### config.mk
export PLATFORM = sky130hd
export DESIGN_NAME = regfile_wb_arbiter
export DESIGN_NICKNAME = d
export VERILOG_FILES = /design/src/rtl/regfile_wb_arbiter.sv
export SDC_FILE = /design/constraint.sdc
export NUM_CORES = 1
export LEC_CHECK = 0
export ABC_AREA = 1
export ABC_CLOCK_PERIOD_IN_PS = 4800
export BUFFER_PORTS_ARGS = -buffer_cell sky130_fd_sc_hd__buf_2
export CAP_MARGIN = 20
export CORE_MARGIN = 2
export CORE_UTILIZATION = 50
export CTS_CLUSTER_DIAMETER = 120
export DETAILED_ROUTE_END_ITERATION = 10
export HOLD_SLACK_MARGIN = 0.02
export PLACE_DENSITY = 0.7
export SETUP_SLACK_MARGIN = 0.02
export SLEW_MARGIN = 20
export SYNTH_ARGS = -nofsm -noshare
export SYNTH_HDL_FRONTEND = slang
export SYNTH_SLANG_ARGS = --single-unit
### constraint.sdc
create_clock -name clk -period 4.8 [get_ports clk]
set_input_delay 0.96 -clock clk [delete_from_list [all_inputs] [get_ports clk]]
set_output_delay 0.96 -clock clk [all_outputs]
set_load 0.005 [all_outputs]
### src/rtl/regfile_wb_arbiter.sv
// Write-port arbiter for the 3-port register file: merges the in-order pipeline
// writeback with a FIFO of long-latency results, kills stale (WAW) results, reports pending regs.
module regfile_wb_arbiter #(
  parameter int DEPTH = 4
) (
  input  logic                       clk,
  input  logic                       reset,
  input  logic                       pw_valid,
  input  logic [4:0]                 pw_rd,
  input  logic [31:0]                pw_data,
  input  logic                       ll_valid,
  output logic                       ll_ready,
  input  logic [4:0]                 ll_rd,
  input  logic [31:0]                ll_data,
  output logic                       we3,
  output logic [4:0]                 wa3,
  output logic [31:0]                wd3,
  input  logic [4:0]                 q_ra1,
  input  logic [4:0]                 q_ra2,
  output logic                       q_busy1,
  output logic                       q_busy2,
  output logic [$clog2(DEPTH):0]     occupancy
);

  localparam int PW = $clog2(DEPTH);
  localparam int CW = PW + 1;

  // FIFO storage: one {live, rd, data} entry per slot
  logic [DEPTH-1:0] live_q, live_d;
  logic [4:0]       rd_q   [DEPTH];
  logic [4:0]       rd_d   [DEPTH];
  logic [31:0]      data_q [DEPTH];
  logic [31:0]      data_d [DEPTH];
  logic [PW-1:0]    wr_ptr_q, wr_ptr_d;
  logic [PW-1:0]    rd_ptr_q, rd_ptr_d;
  logic [CW-1:0]    count_q, count_d;

  logic             we3_q, we3_d;
  logic [4:0]       wa3_q, wa3_d;
  logic [31:0]      wd3_q, wd3_d;

  logic             pw_fire;
  logic             push;
  logic             pop;
  logic [DEPTH-1:0] slot_valid;
  logic [PW-1:0]    slot_off;
  logic [31:0]      pend_vec;

  // Handshake: a long-latency result transfers on any cycle with ll_valid && ll_ready;
  // ll_ready depends only on the registered count, never on ll_valid or a same-cycle pop.
  assign ll_ready  = (count_q != CW'(DEPTH));
  assign pw_fire   = pw_valid && (pw_rd != 5'd0);
  assign push      = ll_valid && ll_ready && (ll_rd != 5'd0);
  assign pop       = !pw_fire && (count_q != '0);

  assign we3       = we3_q;
  assign wa3       = wa3_q;
  assign wd3       = wd3_q;
  assign occupancy = count_q;

  // A slot holds a queued entry when its distance from the read pointer is below the count
  always_comb begin
    slot_valid = '0;
    slot_off   = '0;
    for (int i = 0; i < DEPTH; i++) begin
      slot_off      = PW'(i) - rd_ptr_q;
      slot_valid[i] = ({1'b0, slot_off} < count_q);
    end
  end

  // Per-register pending vector: the write in flight on the port plus every live queued entry
  always_comb begin
    pend_vec = '0;
    for (int i = 0; i < DEPTH; i++) begin
      if (slot_valid[i] && live_q[i]) begin
        pend_vec[rd_q[i]] = 1'b1;
      end
    end
    if (we3_q) begin
      pend_vec[wa3_q] = 1'b1;
    end
    pend_vec[0] = 1'b0;
  end

  assign q_busy1 = pend_vec[q_ra1];
  assign q_busy2 = pend_vec[q_ra2];

  always_comb begin
    we3_d    = 1'b0;
    wa3_d    = wa3_q;
    wd3_d    = wd3_q;
    live_d   = live_q;
    rd_d     = rd_q;
    data_d   = data_q;
    wr_ptr_d = wr_ptr_q + PW'(push);
    rd_ptr_d = rd_ptr_q + PW'(pop);
    count_d  = count_q + CW'(push) - CW'(pop);

    if (pw_fire) begin
      we3_d = 1'b1;
      wa3_d = pw_rd;
      wd3_d = pw_data;
    end else if (pop) begin
      we3_d = live_q[rd_ptr_q];
      if (live_q[rd_ptr_q]) begin
        wa3_d = rd_q[rd_ptr_q];
        wd3_d = data_q[rd_ptr_q];
      end
    end

    // Older results to the same register are stale once the pipeline writes it
    for (int i = 0; i < DEPTH; i++) begin
      if (pw_fire && slot_valid[i] && (rd_q[i] == pw_rd)) begin
        live_d[i] = 1'b0;
      end
    end

    // Applied after the kill so a same-edge enqueue is treated as younger
    if (push) begin
      live_d[wr_ptr_q] = 1'b1;
      rd_d[wr_ptr_q]   = ll_rd;
      data_d[wr_ptr_q] = ll_data;
    end
  end

  always_ff @(posedge clk) begin
    if (reset) begin
      we3_q    <= 1'b0;
      wa3_q    <= '0;
      wd3_q    <= '0;
      live_q   <= '0;
      wr_ptr_q <= '0;
      rd_ptr_q <= '0;
      count_q  <= '0;
      for (int i = 0; i < DEPTH; i++) begin
        rd_q[i]   <= '0;
        data_q[i] <= '0;
      end
    end else begin
      we3_q    <= we3_d;
      wa3_q    <= wa3_d;
      wd3_q    <= wd3_d;
      live_q   <= live_d;
      wr_ptr_q <= wr_ptr_d;
      rd_ptr_q <= rd_ptr_d;
      count_q  <= count_d;
      for (int i = 0; i < DEPTH; i++) begin
        rd_q[i]   <= rd_d[i];
        data_q[i] <= data_d[i];
      end
    end
  end

endmodule

# Word-level counts from Yosys, hierarchy flattened
# Index checks and enable logic that the tools add are counted.
dict set report totals {
  inputBits 88
  reg_bits 197
  out_inout_bits 44
}
dict set report classes {
  n_reduce_logical 30
  add_sub_neg 8
  bitwise_logic 7
  magnitude_cmp 22
  n_eq_ne 5
  n_mux 48
}
# operator n
set op_table {}
lappend op_table {{two-way mux 32 bit} 11}
lappend op_table {{bitwise mux 128 bit} 1}
lappend op_table {{bitwise OR 32 bit} 4}
lappend op_table {{binary-select mux 32 bit (select 2 bit)} 1}
lappend op_table {{demux 32 bit (select 2 bit)} 1}
lappend op_table {{< comparator 5 x 6 -> 1 bit (second input constant)} 7}
lappend op_table {{two-way mux 5 bit} 6}
lappend op_table {{demux 1 bit (select 5 bit)} 5}
lappend op_table {{greater-or-equal comparator 5 x 1 -> 1 bit (second input constant)} 5}
lappend op_table {{logical AND 1 bit} 23}
lappend op_table {{bitwise mux 20 bit} 1}
lappend op_table {{== test 5 bit} 4}
lappend op_table {{two-way mux 1 bit} 15}
lappend op_table {{< comparator 2 x 3 -> 1 bit} 4}
lappend op_table {{binary-select mux 1 bit (select 5 bit)} 2}
lappend op_table {{binary-select mux 5 bit (select 2 bit)} 1}
lappend op_table {{demux 5 bit (select 2 bit)} 1}
lappend op_table {{nonzero test 5 bit} 2}
lappend op_table {{greater-or-equal comparator 3 bit (second input constant)} 2}
lappend op_table {{< comparator 2 x 3 -> 1 bit (second input constant)} 2}
lappend op_table {{NOT 2 -> 3 bit} 2}
lappend op_table {{adder 2 x 1 -> 2 bit} 2}
lappend op_table {{two-way mux 4 bit} 1}
lappend op_table {{bitwise OR 4 bit} 1}
lappend op_table {{other kinds (13)} 16}

# Depth between registers and ports, before layout
# Gate-level depths: netlist of the first run.
dict set report logic_depth {
  ltp_word 15
  mapped_depth 21
  depth_no_buf 20
}

# Worst setup path before layout of the first run
# No wires, ideal clock.
dict set report synth_timing {
  path_kind {register to output}
  startpoint {register rd_ptr_q[0]}
  endpoint {output port q_busy2}
  stages_incl_launch_ff 20
  setup_slack_ps 1397
  arrival_ps 2443
  cell_sequence {dfxtp_1 -> nor2_1 -> clkbuf_1 -> nor2_1 -> ha_1 -> inv_1 -> nor2_1 -> nand2_1 -> nand3_1 -> buf_4 -> buf_6 -> o21bai_1 -> nor2_1 -> nand3_1 -> nand3_1 -> nand2_1 -> nand3_1 -> nand2_1 -> nand2_1 -> nand2_1}
}
dict set report synth_via {
  elab_chain_len 14
  elab_cells_between_ends 23
  classes_between {add/sub (4); order compare (4); mux (7); bitwise (4); reduce/logical (4)}
}
# element line
set synth_rtl {}
lappend synth_rtl {{start: declaration} 35} ;# logic [PW-1:0] rd_ptr_q, rd_ptr_d;
lappend synth_rtl {{start signal: assignment} 145} ;# rd_ptr_q <= rd_ptr_d;
lappend synth_rtl {{subtractor 1 x 2 -> 2 bit} 66} ;# slot_off = PW'(i) - rd_ptr_q;
lappend synth_rtl {{< comparator 2 x 3 -> 1 bit} 67} ;# slot_valid[i] = ({1'b0, slot_off} < count_q);
lappend synth_rtl {{logical AND 1 bit} 75} ;# if (slot_valid[i] && live_q[i]) begin
lappend synth_rtl {{two-way mux 32 bit} 75}
lappend synth_rtl {{bitwise OR 32 bit (no source line)} --}
lappend synth_rtl {{two-way mux 32 bit} 75}
lappend synth_rtl {{bitwise OR 32 bit (no source line)} --}
lappend synth_rtl {{two-way mux 32 bit} 75}
lappend synth_rtl {{bitwise OR 32 bit (no source line)} --}
lappend synth_rtl {{two-way mux 32 bit (*)} 75}
lappend synth_rtl {{bitwise OR 32 bit (no source line)} --}
lappend synth_rtl {{two-way mux 32 bit (*)} 79} ;# if (we3_q) begin
lappend synth_rtl {{binary-select mux 1 bit (select 5 bit) (*)} 86} ;# assign q_busy2 = pend_vec[q_ra2];
lappend synth_rtl {{two-way mux 1 bit (implied by the code) (*)} 86}
lappend synth_rtl {{end: declaration} 21} ;# output logic q_busy2,
# Every way passes the cells marked *; elsewhere a longest branch is shown, timed or not. The select of a mux whose other input is x is not followed.

# Final worst setup path of the first run
dict set report layout_timing {
  startpoint {register rd_ptr_q[0]}
  endpoint {output port q_busy1}
}
dict set report layout_via {
  elab_chain_len 14
  elab_cells_between_ends 23
  classes_between {add/sub (4); order compare (4); mux (7); bitwise (4); reduce/logical (4)}
}
# element line
set layout_rtl {}
lappend layout_rtl {{subtractor 1 x 2 -> 2 bit} 66}
lappend layout_rtl {{< comparator 2 x 3 -> 1 bit} 67}
lappend layout_rtl {{logical AND 1 bit} 75}
lappend layout_rtl {{two-way mux 32 bit} 75}
lappend layout_rtl {{bitwise OR 32 bit (no source line)} --}
lappend layout_rtl {{two-way mux 32 bit} 75}
lappend layout_rtl {{bitwise OR 32 bit (no source line)} --}
lappend layout_rtl {{two-way mux 32 bit} 75}
lappend layout_rtl {{bitwise OR 32 bit (no source line)} --}
lappend layout_rtl {{two-way mux 32 bit (*)} 75}
lappend layout_rtl {{bitwise OR 32 bit (no source line)} --}
lappend layout_rtl {{two-way mux 32 bit (*)} 79}
lappend layout_rtl {{binary-select mux 1 bit (select 5 bit) (*)} 85} ;# assign q_busy1 = pend_vec[q_ra1];
lappend layout_rtl {{two-way mux 1 bit (implied by the code) (*)} 85}
lappend layout_rtl {{end: declaration} 20} ;# output logic q_busy1,
# Marked as above.

==> results.cfg, run 1 <==
[critical_path]
r2r_cells = 8
endpoint_kind = primary output
path_depth = 21
cp_common_cell = nand2_1
startpoint = rd_ptr_q[0]$_SDFF_PP0_
cp_top_family = simple AND/OR/NAND/NOR gates
cp_num_buf_inv = 4
cp_slowest_cell = nand3_1
cp_max_fo = 25
arrival_ns = 3.46
worstSetupStartpointType = register
crit_end = q_busy1
worst_r2r_startpoint = rd_ptr_q[0]$_SDFF_PP0_
crit_required_ns = 3.84
timing.rr.end = wd3[27]$_SDFFE_PP0P_
slowest_delay_ns = 0.59
reg2reg_setup_slack_ns = 1.89
path_cells = nand2_1, inv_1, nor2_1, ha_1, inv_1, nor2_1, nand2_1, nand3_1, buf_4, nor2_1, nor2_1, nand3_1, nand2_1, nand2_1, nor2_1, nand2_1, nand3_1, nand2_1, nand2_1, nand2_1, buf_2
crit_type = reg -> out

[power_and_ir_drop]
irDropWorstVdd_mv = 0.291
p_int_uw = 3150
power.clock.fraction_pct = 26.8
p_per_area_mw_per_mm2 = 431
pwr-share-seq_pct = 40.7
p_comb_share_pct = 32.5
p_sw_share_pct = 39.7
power_switching_uw = 2070
p_leak_uw = 0.00469

[route]
via_per_inst = 5.68
drtIter0Drc = 950
post-route-drc-count = 0
wire_per_inst_um = 17.3
ant_nets = 0
routed_wl_um = 35000
vias = 11500
drtPass1Iterations = 6

[layout]
fillerInstances = 2172
syn2layout_area_growth_pct = 12.2
stdcell_area_mm2 = 0.0121
drive_above_1_share_pct = 11.7
final_cell_mix = nand2_1 (274), o21ai_0 (204), nor2_1 (198)
n_antenna_cell = 0
final_util_pct = 57.5
final_nets = 1835
final_common_cell = nand2_1

[synth]
yosysWarningCount = 0
dominantRegCellSynth = dfxtp_1
async_flop_share_pct = 0
synthXorXnorAreaFrac_pct = 1.30
yosysSeqAreaShare_pct = 36.5
synth_compound_area_share_pct = 24.4
syn_avg_cell_area_um2 = 6.45
synth_cells = 1676
yosys.area_share.simple_pct = 25.7
syn_area_mm2 = 0.0108
ys_ff_latch = 197
yosysUniqueCellTypes = 37
synth-edff-count = 0
synthesis.nets = 1773
synthAdderAreaFrac_pct = 1.11
synth_mux_area_share_pct = 0
synth_top_family_by_area = simple AND/OR/NAND/NOR gates

[timing]
hold_violations = 0
worst_pin_slew_ns = 0.862
min_period_over_period_pct = 92.0
fmax_mhz = 226
rsz0062_at_grt = false
relSlewSlack_pct = 42.4
fin_ws_ns = 0.384
tns_ns = 0
final_max_slew_viol_count = 0
clock_skew_ns = 0.0176
finalSetupViolCount = 0
final.min_clock_period_ns = 4.42

[clocking]
clock-sinks = 197
numCtsBuffers = 17
root_buffer = clkbuf_16
tritoncts = yes
path_clk_slew_ns = 0.07
htreeDepth = 4
insertion_delay_ns = 0.44
post_cts_buffers = 0
clockBufferDepth = 2

[placement]
place_ws_ns = 0.852
dp_hpwl_um = 24300
postPlaceCellArea_mm2 = 0.0115
gp_congestion = 0.982
io_buffer_count = 131

[status]
status = finished clean

[global_route]
overflow = 0
grt_max_degree = 112
grt_pass1_wl_um = 56200
grt_usage_pct = 31.3
grt_pass1_vias = 10600
antenna_found_initial = 3

[die]
start_util_pct = 51.2
io_pins = 132
core_mm2 = 0.0211
die_h_um = 151
core.rowCount = 53
die-area_mm2 = 0.0228
die_x_um = 151

[worst_hold_path]
hold_path_class = reg -> reg

[flow_run]
cap_violations = 0
[cells by family (layout without fill, tap and decap cells)]
logic type	Yosys count	after routing
fa+ha+maj	9	9
simple gates	666	666
buf+inv	302	376
xor+xnor	16	16
compound gates	486	486
flops	197	197
[cell usage after synthesis, drive strengths merged (3+ instances only)]
master,n,area [um^2]
o21bai,5,37.5
buf,31,171
clkbuf,77,289
nor3,40,200
dfxtp,197,3940
a21oi,169,850
nor2,200,756
nand4,18,113
nand2,278,1050
inv,192,721
a31oi,36,225
xor2,9,78.8
nand3,126,636
o21ai,207,1040
ha,8,100
o2111ai,14,123
or2,3,18.8
o22ai,50,313
xnor2,7,61.3
[metrics by stage]
stage	hold slack [ns]	power, uW	std cells
floorplan	0.424	3250	1676
global placement	0.433	3790	1994
detailed placement	0.436	3820	1994
CTS	0.449	5220	2025
global route	0.468	5550	2025
finish	0.450	5220	2025
[repair_timing]
action	CTS	global route
hold buffers	0	0
endpoints found under the setup margin	0	1
gates resized for setup	0	2
[state kept, by name, summed over array words and instances (netlist names)]
| name | cells |
|---|---|
| rd_ptr_q | 2 |
| wa3 | 5 |
| occupancy | 3 |
| live_q | 4 |
| wr_ptr_q | 2 |
| data_q | 128 |
| we3 | 1 |
| rd_q | 20 |
| wd3 | 32 |
[layer usage]
layer,GRT usage [%],vias up,wire length [um]
met5,0,-,38
met4,10.8,6,980
met3,5.78,59,2480
met2,49.2,420,16000
met1,43.3,5303,15500
li1,-,5718,-
[worst reg2reg max path, stage by stage (launching register included)]
cell	delay, ns
dfxtp_1	0.47
nor2_1	0.10
buf_4	0.22
inv_2	0.43
o221ai_2	0.20
o21ai_4	0.59
buf_4	0.50
o21ai_0	0.17
a31oi_1	0.17
[power by group through the flow]
stage,clock (uW),combinational [uW],sequential [uW]
2_1_floorplan,0,1170,2080
3_3_place_gp,0,1640,2150
3_5_place_dp,0,1660,2150
4_1_cts,1430,1670,2120
5_1_grt,1500,1890,2160
6_report,1400,1690,2120
[worst min path at each step]
stage | startpoint | to | slack, ns | depth (start not counted)
floorplan | data_q[32]$_SDFFE_PP0P_ | data_q[32]$_SDFFE_PP0P_ | 0.42 | 2
global placement | data_q[38]$_SDFFE_PP0P_ | data_q[38]$_SDFFE_PP0P_ | 0.43 | 2
detailed placement | data_q[37]$_SDFFE_PP0P_ | data_q[37]$_SDFFE_PP0P_ | 0.44 | 2
CTS | data_q[32]$_SDFFE_PP0P_ | data_q[32]$_SDFFE_PP0P_ | 0.45 | 2
global route | data_q[32]$_SDFFE_PP0P_ | data_q[32]$_SDFFE_PP0P_ | 0.47 | 2
finish | data_q[32]$_SDFFE_PP0P_ | data_q[32]$_SDFFE_PP0P_ | 0.45 | 2
[cell type report]
type | count | area (um^2) | area share, %
clock buffers | 17 | 425 | 3.51
clock inverters | 14 | 154 | 1.27
inverters | 194 | 729 | 6.02
multi-input cells | 1177 | 5710 | 47.1
flip-flops and latches | 197 | 3940 | 32.5
well taps | 275 | 344 | 2.84
repair buffers | 151 | 818 | 6.75
No activity file was read; power rests on OpenSTA's default activity.
==> run 2, diff against run 1 <==
--- a/config.mk
+++ b/config.mk
@@ -11,10 +11,11 @@
 export CAP_MARGIN = 20
 export CORE_MARGIN = 2
 export CORE_UTILIZATION = 50
+export CTS_BUF_LIST = sky130_fd_sc_hd__clkbuf_4 sky130_fd_sc_hd__clkbuf_8
 export CTS_CLUSTER_DIAMETER = 120
 export DETAILED_ROUTE_END_ITERATION = 10
 export HOLD_SLACK_MARGIN = 0.02
-export PLACE_DENSITY = 0.7
+export PLACE_DENSITY_LB_ADDON = 0.25
 export SETUP_SLACK_MARGIN = 0.02
 export SLEW_MARGIN = 20
 export SYNTH_ARGS = -nofsm -noshare
==> run 2 against run 1 <==
Against the previous run:
- final area is 1.2% lower
- sequential cell count did not move
- via count is 0.49% higher
- global-route usage is 0.58 points lower
- non-clock buffer count stayed put
- total power fell by 5.3%
- critical path depth shrank 2
- first-iteration DRC count up 5.4%
- fmax increased by 1.9%
- clock-buffer cell count is 1 higher
==> results.cfg, run 2 (same netlist as run 1, synthesis figures left out) <==
[layout]
largest_register_ffs = 128
regArea_mm2 = 0.00394
final_common_cell = nand2_1
multi_input_area_mm2 = 0.00570
syn2layout_area_growth_pct = 10.8
final_util_pct = 56.8
drive_above_1_share_pct = 11.6
fillerInstances = 2163
final_cell_mix = nand2_1 (274), o21ai_0 (204), nor2_1 (198)
final_nets = 1835
regMostFlops = data_q

[global_route]
antenna_found_initial = 3
grt_pass1_wl_um = 55200
grt_max_degree = 87
grt_pass1_vias = 10600
grt_usage_pct = 30.7
overflow = 0

[placement]
io_buffer_count = 131
dp_hpwl_um = 24300
place_ws_ns = 1.03
gp_congestion = 1.01

[status]
status = finished clean

[die]
core_mm2 = 0.0211
io_pins = 132
start_util_pct = 51.2
die-area_mm2 = 0.0228
die_x_um = 151
core.rowCount = 53
die_h_um = 151

[route]
ant_nets = 0
wire_per_inst_um = 17.2
via_per_inst = 5.70
drtPass1Iterations = 6
routed_wl_um = 34800
drtIter0Drc = 1001
post-route-drc-count = 0
vias = 11600

[critical_path]
timing.rr.end = wd3[12]$_SDFFE_PP0P_
cp_max_fo = 19
cp_slowest_cell = dfxtp_1
worstSetupStartpointType = register
reg2reg_setup_slack_ns = 1.74
cp_top_family = simple AND/OR/NAND/NOR gates
cp_num_buf_inv = 4
cp_common_cell = nand2_1
endpoint_kind = primary output
arrival_ns = 3.37
crit_required_ns = 3.84
r2r_cells = 7
slowest_delay_ns = 0.48
worst_r2r_startpoint = rd_ptr_q[1]$_SDFF_PP0_
path_cells = nand2_1, inv_1, nor2_1, ha_1, inv_1, nor2_1, nand2_1, nand3_1, buf_4, o21ai_0, nor2_1, a21oi_1, nor2_1, nand2_1, nand3_1, nand2_1, nand2_1, nand2_1, buf_2
crit_type = reg -> out

[power_and_ir_drop]
p_per_area_mw_per_mm2 = 413
power_uw = 4940
p_leak_uw = 0.00463
irDropWorstVdd_mv = 0.257

[clocking]
clock-sinks = 197
path_clk_slew_ns = 0.11
root_buffer = clkbuf_8
numCtsBuffers = 17
cts_resized = 0
htreeDepth = 4
tritoncts = yes
clockBufferDepth = 2
post_cts_buffers = 0
ctsHoldBuffers = 0
insertion_delay_ns = 0.49

[flow_run]
cap_violations = 0

[timing]
rsz0062_at_grt = false
worst_pin_slew_ns = 1.01
final.min_clock_period_ns = 4.33
final_max_slew_viol_count = 0
clock_skew_ns = 0.0222
relSlewSlack_pct = 32.9
tns_ns = 0
fin_ws_ns = 0.467
min_period_over_period_pct = 90.3
fmax_mhz = 231
hold-worst-slack_ns = 0.454
hold_violations = 0
finalSetupViolCount = 0

[worst_hold_path]
hold_path_class = reg -> reg
whs_path_depth = 2
hold_start = data_q[37]$_SDFFE_PP0P_
hold_end = data_q[37]$_SDFFE_PP0P_
run 2: changes by cell type in the layout (fill, tap and decap cells not counted), sizes merged:
cell and delta:
clkinv +5, diode +2, inv -2, clkbuf +1
clkinvlp -3
run 2: power by group:
part	internal, uW	switching, uW	total [uW]
registers	1910	203	2110
logic	540	1150	1690
clock network	427	708	1130
run 2: worst min-delay path, stage by stage, from the launching register on:
cell and delay [ns]:
dfxtp_1 0.32, inv_1 0.05, a21oi_1 0.05
run 2: stage by stage:
step           area, um^2  std cells
2_1_floorplan       10800       1676
3_3_place_gp        11500       1994
3_5_place_dp        11500       1994
4_1_cts             12000       2026
5_1_grt             12000       2028
6_report            12000       2028
run 2: routing by layer:
layer	GRT usage [%]	vias to the layer above	part of all wire, %
met2	48.4	463	45
met1	42.5	5306	44
li1	-	5709	-
met3	4.28	82	7.1
met4	12.4	2	3.4
met5	0	-	0.037
run 2: how the worst max path moves through the flow:
stage / cells after the start / endpoint / start
after detailed placement: 19 / q_busy2 / rd_ptr_q[0]$_SDFF_PP0_
after global placement: 17 / q_busy2 / rd_ptr_q[1]$_SDFF_PP0_
after CTS: 19 / q_busy2 / rd_ptr_q[0]$_SDFF_PP0_
after floorplan: 19 / q_busy2 / rd_ptr_q[0]$_SDFF_PP0_
final: 19 / q_busy2 / rd_ptr_q[0]$_SDFF_PP0_
after global routing: 21 / q_busy2 / rd_ptr_q[1]$_SDFF_PP0_
run 2: layout make-up:
cell class,count,area share (%)
clock inverter,14,1.66
tap,275,2.87
timing repair buffer,151,6.73
sequential,197,32.9
antenna,2,0.0418
multi-input combinational,1177,47.6
inverter,194,6.09
clock buffer,18,2.07
==> run 3, diff against run 2 <==
--- a/config.mk
+++ b/config.mk
@@ -6,11 +6,10 @@
 export NUM_CORES = 1
 export LEC_CHECK = 0
 export ABC_AREA = 1
-export ABC_CLOCK_PERIOD_IN_PS = 4800
 export BUFFER_PORTS_ARGS = -buffer_cell sky130_fd_sc_hd__buf_2
 export CAP_MARGIN = 20
 export CORE_MARGIN = 2
-export CORE_UTILIZATION = 50
+export CORE_UTILIZATION = 65
 export CTS_BUF_LIST = sky130_fd_sc_hd__clkbuf_4 sky130_fd_sc_hd__clkbuf_8
 export CTS_CLUSTER_DIAMETER = 120
 export DETAILED_ROUTE_END_ITERATION = 10
==> run 3 against run 2 <==
Against the previous run:
- clock power is 7% lower
- largest power group unchanged
- largest cell class unchanged
- critical path depth rose by 1
- critical path type unchanged
- critical endpoint is now q_busy1
- via count is 2.4% higher
==> results.cfg, run 3 (same netlist as run 1, synthesis figures left out) <==
[clocking]
numCtsBuffers = 17
htreeDepth = 4
tritoncts = yes
insertion_delay_ns = 0.47
post_cts_buffers = 0
clock-sinks = 197
clockBufferDepth = 2
path_clk_slew_ns = 0.11
root_buffer = clkbuf_8

[worst_hold_path]
hold_path_class = reg -> reg
whs_path_depth = 2
hold_end = data_q[37]$_SDFFE_PP0P_
hold_start = data_q[37]$_SDFFE_PP0P_

[critical_path]
cp_num_buf_inv = 3
cp_common_cell = nand2_1
r2r_cells = 8
arrival_ns = 3.50
cp_top_family = simple AND/OR/NAND/NOR gates
worst_r2r_startpoint = rd_ptr_q[0]$_SDFF_PP0_
reg2reg_setup_slack_ns = 1.60
slowest_delay_ns = 0.55
crit_required_ns = 3.84
path_cells = nor2_1, nor2_1, inv_1, ha_1, inv_1, nor2_1, nand2_1, nand3_1, nor2_1, nor2_1, nand3_1, nand2_1, nand2_1, nor2_1, nand2_1, nand3_1, nand2_1, nand2_1, nand2_1, buf_2
worstSetupStartpointType = register
endpoint_kind = primary output
crit_type = reg -> out
timing.rr.end = wd3[16]$_SDFFE_PP0P_
cp_max_fo = 21
cp_slowest_cell = nand3_1

[layout]
largest_register_ffs = 128
syn2layout_area_growth_pct = 9.34
final_cell_mix = nand2_1 (274), o21ai_0 (203), nor2_1 (198)
instances_no_fill = 1967
final_nets = 1831
drive_above_1_share_pct = 11.4
final_util_pct = 72.0
final_common_cell = nand2_1
n_antenna_cell = 0
stdcell_area_mm2 = 0.0118
regMostFlops = data_q

[timing]
relSlewSlack_pct = 32.4
min_period_over_period_pct = 92.8
tns_ns = 0
hold-worst-slack_ns = 0.458
worst_pin_slew_ns = 1.01
rsz0062_at_grt = false
fmax_mhz = 224
finalSetupViolCount = 0
final.min_clock_period_ns = 4.46
clock_skew_ns = 0.0184
hold_violations = 0
final_max_slew_viol_count = 0

[route]
ant_nets = 0
via_per_inst = 6.02
drtIter0Drc = 1427
wire_per_inst_um = 17.4
routed_wl_um = 34200
drtPass1Iterations = 6
vias = 11800
post-route-drc-count = 0

[die]
core_mm2 = 0.0164
start_util_pct = 65.9
io_pins = 132
core.rowCount = 47
die_h_um = 133
die_x_um = 133
die-area_mm2 = 0.0177

[placement]
io_buffer_count = 131
dp.cells = 1935
dp_hpwl_um = 23600
gp_congestion = 1.03
postPlaceCellArea_mm2 = 0.0114

[global_route]
grt_max_degree = 70
antenna_found_initial = 0
overflow = 0
grt_usage_pct = 38.8
grt_pass1_vias = 11100
grt_pass1_wl_um = 55600

[power_and_ir_drop]
p_per_area_mw_per_mm2 = 412
power.clock.fraction_pct = 21.6
p_sw_share_pct = 41.5
irDropWorstVdd_mv = 0.390
p_leak_uw = 0.00459
p_int_uw = 2840
p_comb_share_pct = 34.8
power_switching_uw = 2020
pwr-share-seq_pct = 43.6

[status]
status = finished clean

[flow_run]
cap_violations = 0
-- run 3: timing repair --
| action | 4_1_cts | 5_1_grt |
|---|---|---|
| hold endpoints to repair | 0 | 0 |
| hold buffers | 0 | 0 |
| setup endpoints to repair | 0 | 2 |
| resized for setup | 0 | 2 |
-- run 3: worst max path at each step --
stage,slack [ns],depth (start not counted),end,from
2_1_floorplan,1.40,19,q_busy2,rd_ptr_q[0]$_SDFF_PP0_
5_1_grt,0.02,20,q_busy1,rd_ptr_q[0]$_SDFF_PP0_
3_5_place_dp,0.91,20,q_busy2,rd_ptr_q[0]$_SDFF_PP0_
4_1_cts,0.38,20,q_busy2,rd_ptr_q[0]$_SDFF_PP0_
6_report,0.34,20,q_busy1,rd_ptr_q[0]$_SDFF_PP0_
3_3_place_gp,0.96,20,q_busy1,rd_ptr_q[1]$_SDFF_PP0_
-- run 3: worst reg2reg max path, stage by stage, from the launching register on --
cell and delay [ns]:
dfxtp_1 0.48, inv_2 0.07, nor2_2 0.64, inv_1 0.68, o221ai_2 0.41, o21ai_4 0.07, buf_4 0.34, o21ai_0 0.32
a31oi_1 0.07
-- run 3: per-stage QoR --
stage	worst slack [ns]	power, uW
global route	0.0202	5140
detailed placement	0.906	3780
floorplan	1.40	3250
CTS	0.381	4810
global placement	0.960	3730
finish	0.344	4870
-- run 3: cell type report --
class,count,area (um^2)
Clock inverter,13,135
Tap cell,220,275
Clock buffer,19,255
Fill cell,1400,4590
Multi-Input combinational cell,1177,5700
Inverter,194,729
Timing Repair Buffer,147,776
Sequential cell,197,3940
-- run 3: per-layer routing --
layer	part of all wire [%]	up-vias	GRT usage (%)
met5	0	-	0
met4	4.2	0	17.5
met1	41	5354	49.7
li1	-	5701	-
met3	9.0	130	7.16
met2	46	657	63.8
-- run 3: power groups by stage --
stage | clock [uW] | sequential, uW | combinational [uW]
3_3_place_gp | 0 | 2140 | 1590
2_1_floorplan | 0 | 2080 | 1170
6_report | 1050 | 2120 | 1690
4_1_cts | 1050 | 2110 | 1650
3_5_place_dp | 0 | 2150 | 1630
5_1_grt | 1120 | 2150 | 1870
